File: src/rtl/curl_ram_scheduler.sv
// curl_ram_scheduler: ping-pong dual-port RAM sequencer for the Curl transform rounds.
// Ports: i_clk/i_arst clock and async reset; i_start launches ROUNDS rounds when idle;
// i_host_* / o_host_data give the host port-A access to bank cur while idle;
// o_busy/o_done report run status; o_ram_* / i_ram_data_* drive the true dual-port RAM;
// o_dp_valid/o_dp_a/o_dp_b feed operand pairs to the datapath, i_dp_result returns results.
module curl_ram_scheduler #(
  parameter int DATA_WIDTH = 54,
  parameter int WORD_NUM = 27,
  parameter int ADDR_WIDTH = $clog2(WORD_NUM),
  parameter int RAM_AW = $clog2(2 * WORD_NUM),
  parameter int B_OFFSET = 13,
  parameter int ROUNDS = 81,
  parameter int DP_LAT = 0
) (
  input  logic                  i_clk,
  input  logic                  i_arst,
  input  logic                  i_start,
  input  logic                  i_host_we,
  input  logic [ADDR_WIDTH-1:0] i_host_addr,
  input  logic [DATA_WIDTH-1:0] i_host_data,
  output logic [DATA_WIDTH-1:0] o_host_data,
  output logic                  o_busy,
  output logic                  o_done,
  output logic [RAM_AW-1:0]     o_ram_addr_a,
  output logic [RAM_AW-1:0]     o_ram_addr_b,
  output logic                  o_ram_we_a,
  output logic                  o_ram_we_b,
  output logic [DATA_WIDTH-1:0] o_ram_data_a,
  output logic [DATA_WIDTH-1:0] o_ram_data_b,
  input  logic [DATA_WIDTH-1:0] i_ram_data_a,
  input  logic [DATA_WIDTH-1:0] i_ram_data_b,
  output logic                  o_dp_valid,
  output logic [DATA_WIDTH-1:0] o_dp_a,
  output logic [DATA_WIDTH-1:0] o_dp_b,
  input  logic [DATA_WIDTH-1:0] i_dp_result
);
  localparam int RW = $clog2(ROUNDS + 1);
  typedef enum logic [1:0] {IDLE, ISSUE, DRAIN, FLIP} state_t;
  state_t st, nxt;
  logic cur, ph, done, hold_v, rd, due, wr, last_round, idle, host;
  logic [ADDR_WIDTH-1:0] k, kb;
  logic [ADDR_WIDTH:0] w, ks;
  logic [RW-1:0] round;
  logic [DP_LAT:0] pipe;
  logic [DATA_WIDTH-1:0] hold, wdata;
  function automatic logic [RAM_AW-1:0] phys(input logic bank, input logic [ADDR_WIDTH-1:0] a);
    return RAM_AW'(a) + (bank ? RAM_AW'(WORD_NUM) : '0);
  endfunction
  assign ks = {1'b0, k} + (ADDR_WIDTH+1)'(B_OFFSET);
  assign kb = ks >= (ADDR_WIDTH+1)'(WORD_NUM) ? ADDR_WIDTH'(ks - (ADDR_WIDTH+1)'(WORD_NUM)) : ADDR_WIDTH'(ks);
  assign idle = st == IDLE;
  assign host = idle && !i_arst;
  assign rd = st == ISSUE && !ph;
  // pipe[0] is o_dp_valid; pipe[DP_LAT] flags the cycle the matching result arrives
  assign due = pipe[DP_LAT];
  // results arriving on a ph=0 cycle are parked in hold and written on the following ph=1 cycle,
  // so port A is only ever written while it is not needed for an operand read
  assign wr = !idle && ((due && ph) || hold_v);
  assign wdata = hold_v ? hold : i_dp_result;
  assign last_round = round + 1'b1 == RW'(ROUNDS);
  always_comb begin
    nxt = st == IDLE  ? (i_start ? ISSUE : IDLE) :
          st == ISSUE ? (rd && k == ADDR_WIDTH'(WORD_NUM - 1) ? DRAIN : ISSUE) :
          st == DRAIN ? (wr && w == (ADDR_WIDTH+1)'(WORD_NUM - 1) ? FLIP : DRAIN) :
          (last_round ? IDLE : ISSUE);
  end
  always_ff @(posedge i_clk or posedge i_arst) begin
    if (i_arst) begin
      st <= IDLE;
      cur <= 1'b0;
      ph <= 1'b0;
      k <= '0;
      w <= '0;
      round <= '0;
      done <= 1'b0;
      hold_v <= 1'b0;
      hold <= '0;
      pipe <= '0;
    end else begin
      st <= nxt;
      ph <= (st == ISSUE || st == DRAIN) ? ~ph : 1'b0;
      k <= st != ISSUE ? '0 : rd ? k + 1'b1 : k;
      w <= (st == IDLE || st == FLIP) ? '0 : wr ? w + 1'b1 : w;
      round <= idle ? '0 : st == FLIP ? round + 1'b1 : round;
      cur <= st == FLIP ? ~cur : cur;
      done <= st == FLIP && last_round;
      hold_v <= due && !ph;
      hold <= due && !ph ? i_dp_result : hold;
      pipe[0] <= rd;
      for (int i = 1; i <= DP_LAT; i++) pipe[i] <= pipe[i-1];
    end
  end
  assign o_ram_addr_a = host ? phys(cur, i_host_addr) : idle ? '0 :
                        wr ? phys(~cur, w[ADDR_WIDTH-1:0]) : phys(cur, k);
  assign o_ram_we_a = host ? i_host_we : wr;
  assign o_ram_data_a = host ? i_host_data : wr ? wdata : '0;
  assign o_ram_addr_b = idle ? '0 : phys(cur, kb);
  assign o_ram_we_b = 1'b0;
  assign o_ram_data_b = '0;
  assign o_host_data = i_ram_data_a;
  assign o_dp_a = i_ram_data_a;
  assign o_dp_b = i_ram_data_b;
  assign o_dp_valid = pipe[0];
  assign o_busy = !idle;
  assign o_done = done;
endmodule

File: config.mk
export PLATFORM = sky130hd
export DESIGN_NAME = curl_ram_scheduler
export DESIGN_NICKNAME = d
export VERILOG_FILES = /design/src/rtl/curl_ram_scheduler.sv
export SDC_FILE = /design/constraint.sdc
export NUM_CORES = 1
export LEC_CHECK = 0
export ABC_AREA = 1
export BUFFER_PORTS_ARGS = -buffer_cell sky130_fd_sc_hd__buf_2
export CORE_AREA = 2 2 199 201
export CTS_CLUSTER_SIZE = 40
export DETAILED_ROUTE_END_ITERATION = 6
export DIE_AREA = 0 0 201 203
export HOLD_SLACK_MARGIN = 0.02
export PLACE_DENSITY = 0.52
export SYNTH_ARGS = -nofsm -noshare
export SYNTH_HDL_FRONTEND = slang
export SYNTH_SLANG_ARGS = --single-unit
File: constraint.sdc
create_clock -name i_clk -period 3.6 [get_ports i_clk]
set_clock_uncertainty 0.1 [all_clocks]
set_input_delay 0.36 -clock i_clk [delete_from_list [all_inputs] [get_ports i_clk]]
set_output_delay 0.36 -clock i_clk [all_outputs]
set_load 0.05 [all_outputs]
==> impl_results.md, run 1 <==
* Outcome: completed
* Period utilization at a little over nine tenths
* Internal Power at about 0.0016 W
* Root Buffer: clkbuf_16
* GRT Residual Overflow at 0
* Max frequency at ~300 MHz
* Top cells by count, synth: 217 x buf_4, 212 x nand2_1, 171 x o21ai_0, 98 x inv_1, 79 x dfrtp_1
* Data required time at the worst endpoint at approximately 3.1 ns
* Switching part of the total at 31.3%
* Async SR Flop Fraction at 100%
* WL/cell at roughly 13 um
* Max cap viols at 0
* Cells after Synth at a little under 1000
* Clock period minus final worst setup slack at ~3.4 ns
* Share of post-route cells with drive strength above 1 at between 20% and 30%
* Top-count cell post-synth: buf_4
* Dpl hpwl at roughly 15 mm
* Antenna-violating nets left at 0
* CTS Buffer Depth at 2
* Routed via count at roughly 5700
* #FFs+latches synth at 79
* Post-Syn Area at between 0.007 and 0.008 mm^2
* Pre-antenna DRT Iters at 4
* Die width at between 200 and 250 um
* Final Routed Wirelength at 19.5 mm
* CP Capture Type: output port
* Ranking of synthesized cells by area: dfrtp_1 28%, buf_4 23%, o21ai_0 12%, nand2_1 11%, inv_1 5.2%
* EDFF count, synth at 0
* Worst slew margin at between 50% and 60%
* Unrepaired setup endpoints after global routing: yes
* Dpl cells at 1491
* Total track usage at under 10%
* Sum Neg Setup Slack at 0 ns
* Fin. Hold Viols at 0
* Crit path kind: flip-flop to output port
* Distinct cells, synth at 45
* Total CTS buffers at 9
* Total power draw at between 0.002 and 0.0025 W
* Die H at 203 um
* Fillers at 4387
* ANT cells at 0
* Critical path fanouts, max at 7
* Initial core utilization at a little under a fifth
* Std cell rows at roughly 70
* DRC viols at 0
* Hold crit path type: input pin to flip-flop
* Port Buf Inserts at 186
* GP Congestion at between 0.7 and 0.8
* Initial antenna violation count at 1
* Multi-input gate area at 0.00310 mm^2
* CTS tree: built
* Synth Flop Type: dfrtp_1
* Pin count of the biggest net entering global routing at roughly 110
* 1st-iter DRT viols at between 200 and 250
* # H-tree levels at 3
* Type of origin of the critical path: flip-flop
* Peak supply drop at 200 uV
* Die area at slightly above 0.04 mm^2
* CTS clk-pin slew, worst paths at 0.07 ns
* Fin util at 19.7%
* Synth top area share at 28.2%
* Register Area at between 0.0015 and 0.002 mm^2
* LEAKAGE at between 3 and 4 nW
* Post-synthesis sequential area ratio at between 20% and 30%
* Worst-Skew Late Latency at between 0.3 and 0.4 ns
* Gate power share at between 15 and 20%
* Non-filler cells in the finished layout at 1515
* Area leader, netlist: dfrtp_1
* Pwr Density at between 300 and 400 mW/mm^2
* Worst slew pin tran at 0.611 ns
* Final setup viols at 0
* Avg Cell Area, Syn at about 7.2 um^2
* Vias in the first global route at approximately 5400
* Ys Warns at 0
* Fin. max-slew vios at 0
* NumNets Final at roughly 1300
* Flop pwr share at about 37%
* WP data arrival at a little under 3 ns
* Core footprint at approximately 0.038 mm^2
* Syn-to-layout area delta at 8.10%
* Worst hold margin at about 0.15 ns
* Vias/cell at 3.77
* Sinks on Clock Net at roughly 80
* Clk pwr share at 44.9%
* First-pass GRT wire length at around 30 mm
* Switch Pwr at roughly 0.00074 W
* I/O Pins at 512
registers in the layout, indices dropped and copies added (netlist names), named ones only:
name / count
hold: 54
round: 7
w: 6
k: 5
cur: 1
hold_v: 1
o_done: 1
o_dp_valid: 1
ph: 1
st: 1
cell families after synthesis:
kind of cell               Yosys count  share of synthesized area (%)
and+or+nand+nor                    285                           17.4
AOI/OAI and AO/OA                  210                           15.6
DFF                                 79                           28.2
other                                1                         0.0535
buffers and inverters              358                           30.9
xor gates and xnor gates            12                           1.50
adders and majority gates           33                           6.32
layer usage:
metal	GRT usage (%)	up-vias	share of wire (%)
met4	6.16	2	5.6
met3	3.37	97	9.5
li1	-	2853	-
met5	0	-	0.056
met1	10.7	2457	40
met2	14.6	299	45
layout make-up:
class                           instances  area share (%)
Clock buffer                           11            3.33
Clock inverter                          5            1.16
Inverter                              105            5.22
Multi-Input combinational cell        595            40.8
Sequential cell                        79            26.1
Tap cell                              518            8.55
Timing Repair Buffer                  202            14.8
metrics by stage:
| step | setup slack [ns] | instance area [um^2] |
|---|---|---|
| floorplan | 0.264 | 7220 |
| global placement | 0.403 | 7140 |
| detailed placement | 0.267 | 7140 |
| CTS | 0.0405 | 7520 |
| global route | -0.0319 | 7580 |
| finish | 0.176 | 7580 |
repair_timing:
item / CTS / global route
buffers inserted: 1 / 6
gates cloned: 0 / 0
gates resized for setup: 5 / 8
setup endpoints to repair: 3 / 5
endpoints found under the hold margin: 23 / 0
hold buffers: 1 / 0
pin swaps: 0 / 2
path summary, 6_finish.rpt:
| kind | to | startpoint | depth (start not counted) | slack, ns |
|---|---|---|---|---|
| setup / recovery | o_ram_addr_b[5] | k[1] | 19 | 0.18 |
| hold / removal | hold[53] | i_dp_result[53] | 3 | 0.15 |
| setup reg to reg | w[5] | st[0] | 9 | 1.40 |
| hold reg to reg | hold[53] | hold[53] | 2 | 0.37 |
| max in group asynchronous | hold[10] | i_arst | 4 | 2.08 |
| min in group asynchronous | hold[46] | i_arst | 3 | 0.49 |
critical path, cell delays in order (launching register included):
cell and delay (ns):
dfrtp_2 0.46, ha_1 0.21, nand2_1 0.10, nand2_2 0.07, nand2_1 0.07, nand2_2 0.08
nor2_4 0.12, nand2_4 0.08, nand2_4 0.10, nand2_4 0.07, o21ai_1 0.18, xnor2_1 0.10
ha_1 0.32, nand2_1 0.06, inv_1 0.06, nand4_1 0.09, nor2_1 0.10, nor2_1 0.05
nor2_1 0.11, buf_6 0.18
cell usage in the layout (no fill, tap or decap), drive strengths merged, types with 11 or more instances in the layout:
master	Yosys	final
a21oi	15	15
buf	226	201
clkbuf	27	11
conb	1	55
dfrtp	79	79
ha	29	29
inv	104	105
nand2	220	220
nand3	16	16
nor2	30	30
o21ai	180	180
power by group through the flow:
| stage | clock (W) | combinational (W) | sequential, W |
|---|---|---|---|
| after floorplan | 0 | 0.000836 | 0.000904 |
| after global placement | 0 | 0.000422 | 0.000904 |
| after detailed placement | 0 | 0.000423 | 0.000904 |
| after CTS | 0.00112 | 0.000425 | 0.000887 |
| after global routing | 0.00115 | 0.000452 | 0.000886 |
| final | 0.00107 | 0.000421 | 0.000887 |
(Power assumes the default switching activity.)
==> run 2: changes to the inputs <==
--- a/config.mk
+++ b/config.mk
@@ -11,7 +11,6 @@
 export CTS_CLUSTER_SIZE = 40
 export DETAILED_ROUTE_END_ITERATION = 6
 export DIE_AREA = 0 0 201 203
-export HOLD_SLACK_MARGIN = 0.02
 export PLACE_DENSITY = 0.52
 export SYNTH_ARGS = -nofsm -noshare
 export SYNTH_HDL_FRONTEND = slang
==> constraint.sdc (replaced) <==
create_clock -name i_clk -period 3.4 [get_ports i_clk]
set_clock_uncertainty 0.1 [all_clocks]
set_input_delay 0.34 -clock i_clk [delete_from_list [all_inputs] [get_ports i_clk]]
set_output_delay 0.34 -clock i_clk [all_outputs]
set_load 0.05 [all_outputs]
==> impl_results.md, run 2 (synthesized netlist as in run 1, its figures left out) <==
* CTS Buffer Depth at 2 (unchanged)
* Peak supply drop at 217 uV (+8.3%)
* Crit path kind: flip-flop to output port
* Clock period minus final worst setup slack at around 3.3 ns
* Total track usage at 9.38% (+0.042 points)
* Critical path fanouts, max at 4 (-3)
* Pwr Density at 313 mW/mm^2 (about the same)
* Syn-to-layout area delta at 10.8%
* Largest Register: hold
* ANT cells at 0 (unchanged)
* Die H at 203 um (unchanged)
* First-pass GRT wire length at 30.0 mm (about the same)
* 1st-iter DRT viols at 234 (+5.9%)
* Number of flip-flops in the largest register at 54 (unchanged)
* Met3 usage at 3.60% (+0.22 points)
* Final worst slack at 0.0838 ns (-0.0921 ns)
* Final Routed Wirelength at 19.7 mm (+0.98%)
* Hold crit path type: input pin to flip-flop
* Data required time at the worst endpoint at 2.96 ns (-0.18 ns)
* Max frequency at around 300 MHz
* CTS clk-pin slew, worst paths at 0.07 ns (about the same)
* Max cap viols at 0 (unchanged)
* WP data arrival at 2.88 ns (-0.08 ns)
* Worst slew margin at 57.6% (-1.7 points)
* DP Worst Slack at 0.128 ns (-0.139 ns)
* Non-filler cells in the finished layout at 1527 (+0.79%)
* GR Layer Usage met1 at 10.7% (about the same)
* Global route hottest layer: met2
* Worst slew pin tran at 0.636 ns (+0.0248 ns)
* WL/cell at 12.9 um (+0.18%)
* Design area at 0.00777 mm^2 (+2.5%)
* Vias in the first global route at 5421 (+1.1%)
* Sinks on Clock Net at 79 (unchanged)
* Final setup viols at 0 (unchanged)
* Type of origin of the critical path: flip-flop
* GP Congestion at 0.792 (+0.47%)
* Routed via count at 5791 (+1.5%)
* Worst-Skew Late Latency at 0.35 ns (about the same)
* Fin util at 20.2% (+0.48 points)
* GRT Residual Overflow at 0 (unchanged)
* Total CTS buffers at 9 (unchanged)
* Most common cell after layout, fill and taps aside: nand2_1
* Period utilization at ~98%
* Port Buf Inserts at 186 (unchanged)
* Die area at 0.0408 mm^2 (unchanged)
* Sum Neg Setup Slack at 0 ns (unchanged)
* Die width at 201 um (unchanged)
* Root Buffer: clkbuf_16
* # H-tree levels at 3 (unchanged)
* Dpl hpwl at 15.2 mm (+1.3%)
* Dpl cell area at 0.00717 mm^2 (+0.32%)
* Unrepaired setup endpoints after global routing: yes
* I/O Pins at 512 (unchanged)
* DRC viols at 0 (unchanged)
* Vias/cell at 3.79 (+0.66%)
* Dpl cells at 1492 (+0.067%)
* Outcome: completed
* Std cell rows at 72 (unchanged)
* Pre-antenna DRT Iters at 5 (+1)
* Pin count of the biggest net entering global routing at 108 (unchanged)
* Initial antenna violation count at 1 (unchanged)
* Biggest regs: hold: 54 flops, round: 7 flops, w: 6 flops
* GRT met2 Usage at 14.5% (-0.17 points)
* CTS tree: built
* Fin. max-slew vios at 0 (unchanged)
* Core footprint at 0.0385 mm^2 (unchanged)
* Fin. Hold Viols at 0 (unchanged)
* Antenna-violating nets left at 0 (unchanged)
* CP Capture Type: output port
* Most frequent cells in the layout: 206 x nand2_1, 180 x buf_2, 171 x o21ai_0, 92 x inv_1, 76 x dfrtp_1
* Initial core utilization at 18.2% (unchanged)
* Share of post-route cells with drive strength above 1 at 27.7% (+2.4 points)
* LEAKAGE at 4.02 nW (+1.4%)
* NumNets Final at 1262 (+0.96%)
## run 2: cell count changes in the layout (fill, tap and decap cells not counted), moves of 3 or more
cell | previous run | this run
nand2_1 | 211 | 206
inv_1 | 95 | 92
ha_1 | 29 | 25
buf_4 | 13 | 24
nand2_4 | 5 | 8
ha_4 | 0 | 3
## run 2: per-stage QoR
stage          power, W  hold slack [ns]
5_1_grt         0.00255            0.108
3_3_place_gp    0.00140            0.179
3_5_place_dp    0.00140            0.177
6_report        0.00243           0.0999
4_1_cts         0.00249           0.0823
2_1_floorplan   0.00184            0.343
## run 2: path summary, 6_finish.rpt
| check | start | endpoint | slack (ns) | cells after the start |
|---|---|---|---|---|
| worst max-delay path | k[1] | o_ram_addr_b[4] | 0.08 | 18 |
| worst min register to register | hold[12] | hold[12] | 0.38 | 2 |
| max in group asynchronous | i_arst | hold[13] | 2.00 | 4 |
| min in group asynchronous | i_arst | hold[53] | 0.34 | 3 |
| worst max register to register | st[0] | st[0] | 1.45 | 9 |
| worst min-delay path | i_start | st[0] | 0.1 | 3 |
## run 2: what timing repair did
action                     CTS  global route
hold endpoints to repair     8             0
setup endpoints to repair    5             5
gates resized for setup     14            27
hold buffers                 1             0
pin swaps                    6            19
buffers inserted             9            10
## run 2: worst max-delay path, stage by stage (launching register included)
cell and delay (ns):
dfrtp_2 0.46, buf_4 0.16, ha_1 0.20, nor2_4 0.11, nor2_4 0.05, nand2_4 0.09, nand2_4 0.07, nand2_4 0.10
nand2_1 0.06, inv_1 0.05, ha_2 0.17, inv_1 0.06, fa_2 0.34, inv_2 0.07, nand4_1 0.10, nand3_1 0.09
nand2_1 0.05, nor2_1 0.12, buf_6 0.17
## run 2: layout make-up
cell class	instances	area [um^2]
Fill cell	4335	30700
Multi-Input combinational cell	595	3200
Sequential cell	79	1980
Timing Repair Buffer	214	1240
Tap cell	518	648
Inverter	105	398
Clock buffer	9	225
Clock inverter	7	80.1
## run 2: report_power, final
group	leakage (nW)	switching [W]	total (W)	internal, W
clock network	0.148	0.000468	0.00105	0.000581
logic	3.10	0.000348	0.000445	0.0000969
registers	0.778	0	0.000939	0.000939
## run 2: layer usage
| layer | routed length [um] | vias to the layer above |
|---|---|---|
| met1 | 7890 | 2529 |
| met4 | 1150 | 2 |
| li1 | - | 2872 |
| met3 | 1730 | 95 |
| met2 | 8940 | 293 |
| met5 | 13 | - |
==> run 3: changes to the inputs <==
--- a/config.mk
+++ b/config.mk
@@ -7,11 +7,12 @@
 export LEC_CHECK = 0
 export ABC_AREA = 1
 export BUFFER_PORTS_ARGS = -buffer_cell sky130_fd_sc_hd__buf_2
-export CORE_AREA = 2 2 199 201
+export CORE_AREA = 2 2 198 200
 export CTS_CLUSTER_SIZE = 40
 export DETAILED_ROUTE_END_ITERATION = 6
-export DIE_AREA = 0 0 201 203
-export PLACE_DENSITY = 0.52
+export DIE_AREA = 0 0 200 202
+export HOLD_SLACK_MARGIN = 0.02
+export PLACE_DENSITY = 0.53
 export SYNTH_ARGS = -nofsm -noshare
 export SYNTH_HDL_FRONTEND = slang
 export SYNTH_SLANG_ARGS = --single-unit
==> impl_results.md, run 3 (synthesized netlist as in run 1, its figures left out) <==
* Worst-Skew Late Latency at 0.36 ns (about the same)
* Register Area at 0.00198 mm^2 (about the same)
* Vias/cell at 3.78 (-0.40%)
* Root Buffer: clkbuf_16
* Min-Delay Endpoint: hold[53]
* Critical path fanouts, max at 4 (unchanged)
* 1st-iter DRT viols at 202 (-14%)
* Final worst slack at 0.0727 ns (-0.0111 ns)
* Largest stage delay on the critical path at 0.46 ns (about the same)
* Design area at 0.00765 mm^2 (-1.5%)
* CTS Buffer Depth at 2 (unchanged)
* CP Capture Type: output port
* Most frequent cells in the layout: 209 x nand2_1, 181 x buf_2, 171 x o21ai_0, 93 x inv_1, 77 x dfrtp_1
* Number of flip-flops in the largest register at 54 (unchanged)
* Hold Path Cell Cnt at 3 (unchanged)
* Largest Register: hold
* Fillers at 4396 (+1.4%)
* Fin. Hold Viols at 0 (unchanged)
* Initial core utilization at 18.3% (+0.086 points)
* GRT Residual Overflow at 0 (unchanged)
* WP data arrival at 2.89 ns (about the same)
* WL/cell at 12.5 um (-3.2%)
* Outcome: completed
* Fin util at 20.0% (-0.21 points)
* Hold crit path type: input pin to flip-flop
* Pre-antenna DRT Iters at 4 (-1)
* Clock period minus final worst setup slack at 3.33 ns (+0.0111 ns)
* Die H at 202 um (-0.49%)
* Most common cell after layout, fill and taps aside: nand2_1
* Critical path cell sequence: ha_4 > inv_4 > nand2_4 > nand2_4 > nor2_4 > nor2_4 > nand2_4 > nand2_4 > nand2_4 > o21ai_2 > xnor2_1 > ha_1 > nand2_1 > inv_1 > nand4_1 > nor2_1 > nor2_1 > nor2_1 > buf_6
* Hold path start: i_dp_result[53]
* Critical path's slowest cell: dfrtp_2
* Met3 usage at 3.54% (-0.058 points)
* Routed via count at 5734 (-0.98%)
* Global route hottest layer: met2
* Syn-to-layout area delta at 9.10%
* Max frequency at 301 MHz (-0.33%)
* NumNets Final at 1252 (-0.79%)
* Multi-input gate area at 0.00316 mm^2 (-1.3%)
* I/O Pins at 512 (unchanged)
* DP Worst Slack at 0.108 ns (-0.0202 ns)
* Pwr Density at 316 mW/mm^2 (+0.87%)
* Port Buf Inserts at 186 (unchanged)
* Data required time at the worst endpoint at 2.96 ns (about the same)
* Reg2reg setup slack at 1.37 ns (-0.08 ns)
* Total track usage at 9.19% (-0.20 points)
* Die width at 200 um (-0.50%)
* LEAKAGE at 3.97 nW (-1.5%)
* First-pass GRT wire length at 28.8 mm (-4.2%)
* Period utilization at 97.9% (+0.33 points)
* Worst slew pin tran at 0.538 ns (-0.0973 ns)
* GRT met2 Usage at 13.7% (-0.73 points)
* Core footprint at 0.0383 mm^2 (-0.47%)
* Final setup viols at 0 (unchanged)
* Sinks on Clock Net at 79 (unchanged)
* Share of post-route cells with drive strength above 1 at 26.3% (-1.3 points)
* Std cell rows at 72 (unchanged)
* Unrepaired setup endpoints after global routing: yes
* CTS clk-pin slew, worst paths at 0.08 ns (about the same)
* CP most frequent cell: nand2_4
* # H-tree levels at 3 (unchanged)
* Antenna-violating nets left at 0 (unchanged)
* Fin. max-slew vios at 0 (unchanged)
* Dpl cell area at 0.00717 mm^2 (unchanged)
* Biggest regs: hold: 54 flops, round: 7 flops, w: 6 flops
* R2r startpoint: st[0]
* Peak supply drop at 189 uV (-13%)
* Total CTS buffers at 9 (unchanged)
* Initial antenna violation count at 2 (+1)
* Worst slew margin at 64.1% (+6.5 points)
* Worst R2R Path Depth at 9 (unchanged)
* WP buf/inv at 3 (-2)
* CTS tree: built
* Max cap viols at 0 (unchanged)
* Largest delay share family, worst path: simple AND/OR/NAND/NOR gates
* Crit path kind: flip-flop to output port
* Vias in the first global route at 5341 (-1.5%)
* Dpl hpwl at 14.5 mm (-4.5%)
* Type of origin of the critical path: flip-flop
* GP Congestion at 0.763 (-3.8%)
* Final Routed Wirelength at 19.0 mm (-3.7%)
* Worst R2R End: st[0]
* Die area at 0.0404 mm^2 (-0.99%)
* DRC viols at 0 (unchanged)
* GR Layer Usage met1 at 10.8% (+0.028 points)
* Pin count of the biggest net entering global routing at 108 (unchanged)
-- run 3: cell count changes in the layout (fill, tap and decap cells not counted), moves of 2 or more --
cell,previous run,this run
nand2_1,206,209
buf_4,24,13
inv_6,2,0
o21ai_4,2,0
o21ai_2,0,2
nand2_2,6,3
-- run 3: layer usage --
| layer | share of wire [%] | vias to the layer above | routed length (um) |
|---|---|---|---|
| li1 | - | 2868 | - |
| met1 | 40 | 2511 | 7670 |
| met2 | 44 | 253 | 8270 |
| met3 | 9.9 | 102 | 1890 |
| met4 | 6.1 | 0 | 1160 |
| met5 | 0 | - | 0 |
-- run 3: area by class of cell --
type                    count  share of cell area (%)
repair buffers            204                    15.1
clock inverters             5                   0.867
flip-flops and latches     79                    25.9
clock buffers              11                    3.17
well taps                 518                    8.47
diodes                      1                  0.0327
multi-input cells         595                    41.3
inverters                 105                    5.20
-- run 3: worst max-delay path by stage --
stage | start | to | slack [ns] | cells after the start
detailed placement | k[2] | o_ram_addr_b[4] | 0.11 | 21
global placement | k[2] | o_ram_addr_b[4] | 0.24 | 21
floorplan | k[2] | o_ram_addr_b[4] | 0.08 | 20
CTS | k[1] | o_ram_addr_b[5] | 0.01 | 19
finish | k[1] | o_ram_addr_b[5] | 0.07 | 19
global route | k[0] | o_ram_addr_b[5] | -0.09 | 19
-- run 3: stage by stage --
stage / hold slack (ns) / total power [W] / setup TNS, ns / std cells
2_1_floorplan: 0.343 / 0.00184 / 0 / 1032
3_3_place_gp: 0.211 / 0.00140 / 0 / 1492
3_5_place_dp: 0.214 / 0.00140 / 0 / 1492
4_1_cts: 0.0843 / 0.00248 / 0 / 1512
5_1_grt: 0.117 / 0.00254 / -0.204 / 1517
6_report: 0.105 / 0.00242 / 0 / 1518
-- run 3: power breakdown --
part	internal, W	switching [W]	total [W]	leakage [nW]
clock	0.000598	0.000436	0.00103	0.148
combinational	0.0000968	0.000347	0.000444	3.04
sequential	0.000939	0	0.000939	0.778
-- run 3: repair_timing --
item	4_1_cts	5_1_grt
endpoints found under the hold margin	11	0
hold buffers	1	0
pin swaps	1	8
resized for setup	10	21
buffers inserted	3	5
setup endpoints to repair	5	5
-- run 3: tightest hold or removal path: cells and delay by family --
kind	cells	cell delay, ns
buffers and inverters	1	0.09
and+or+nand+nor	2	0.10
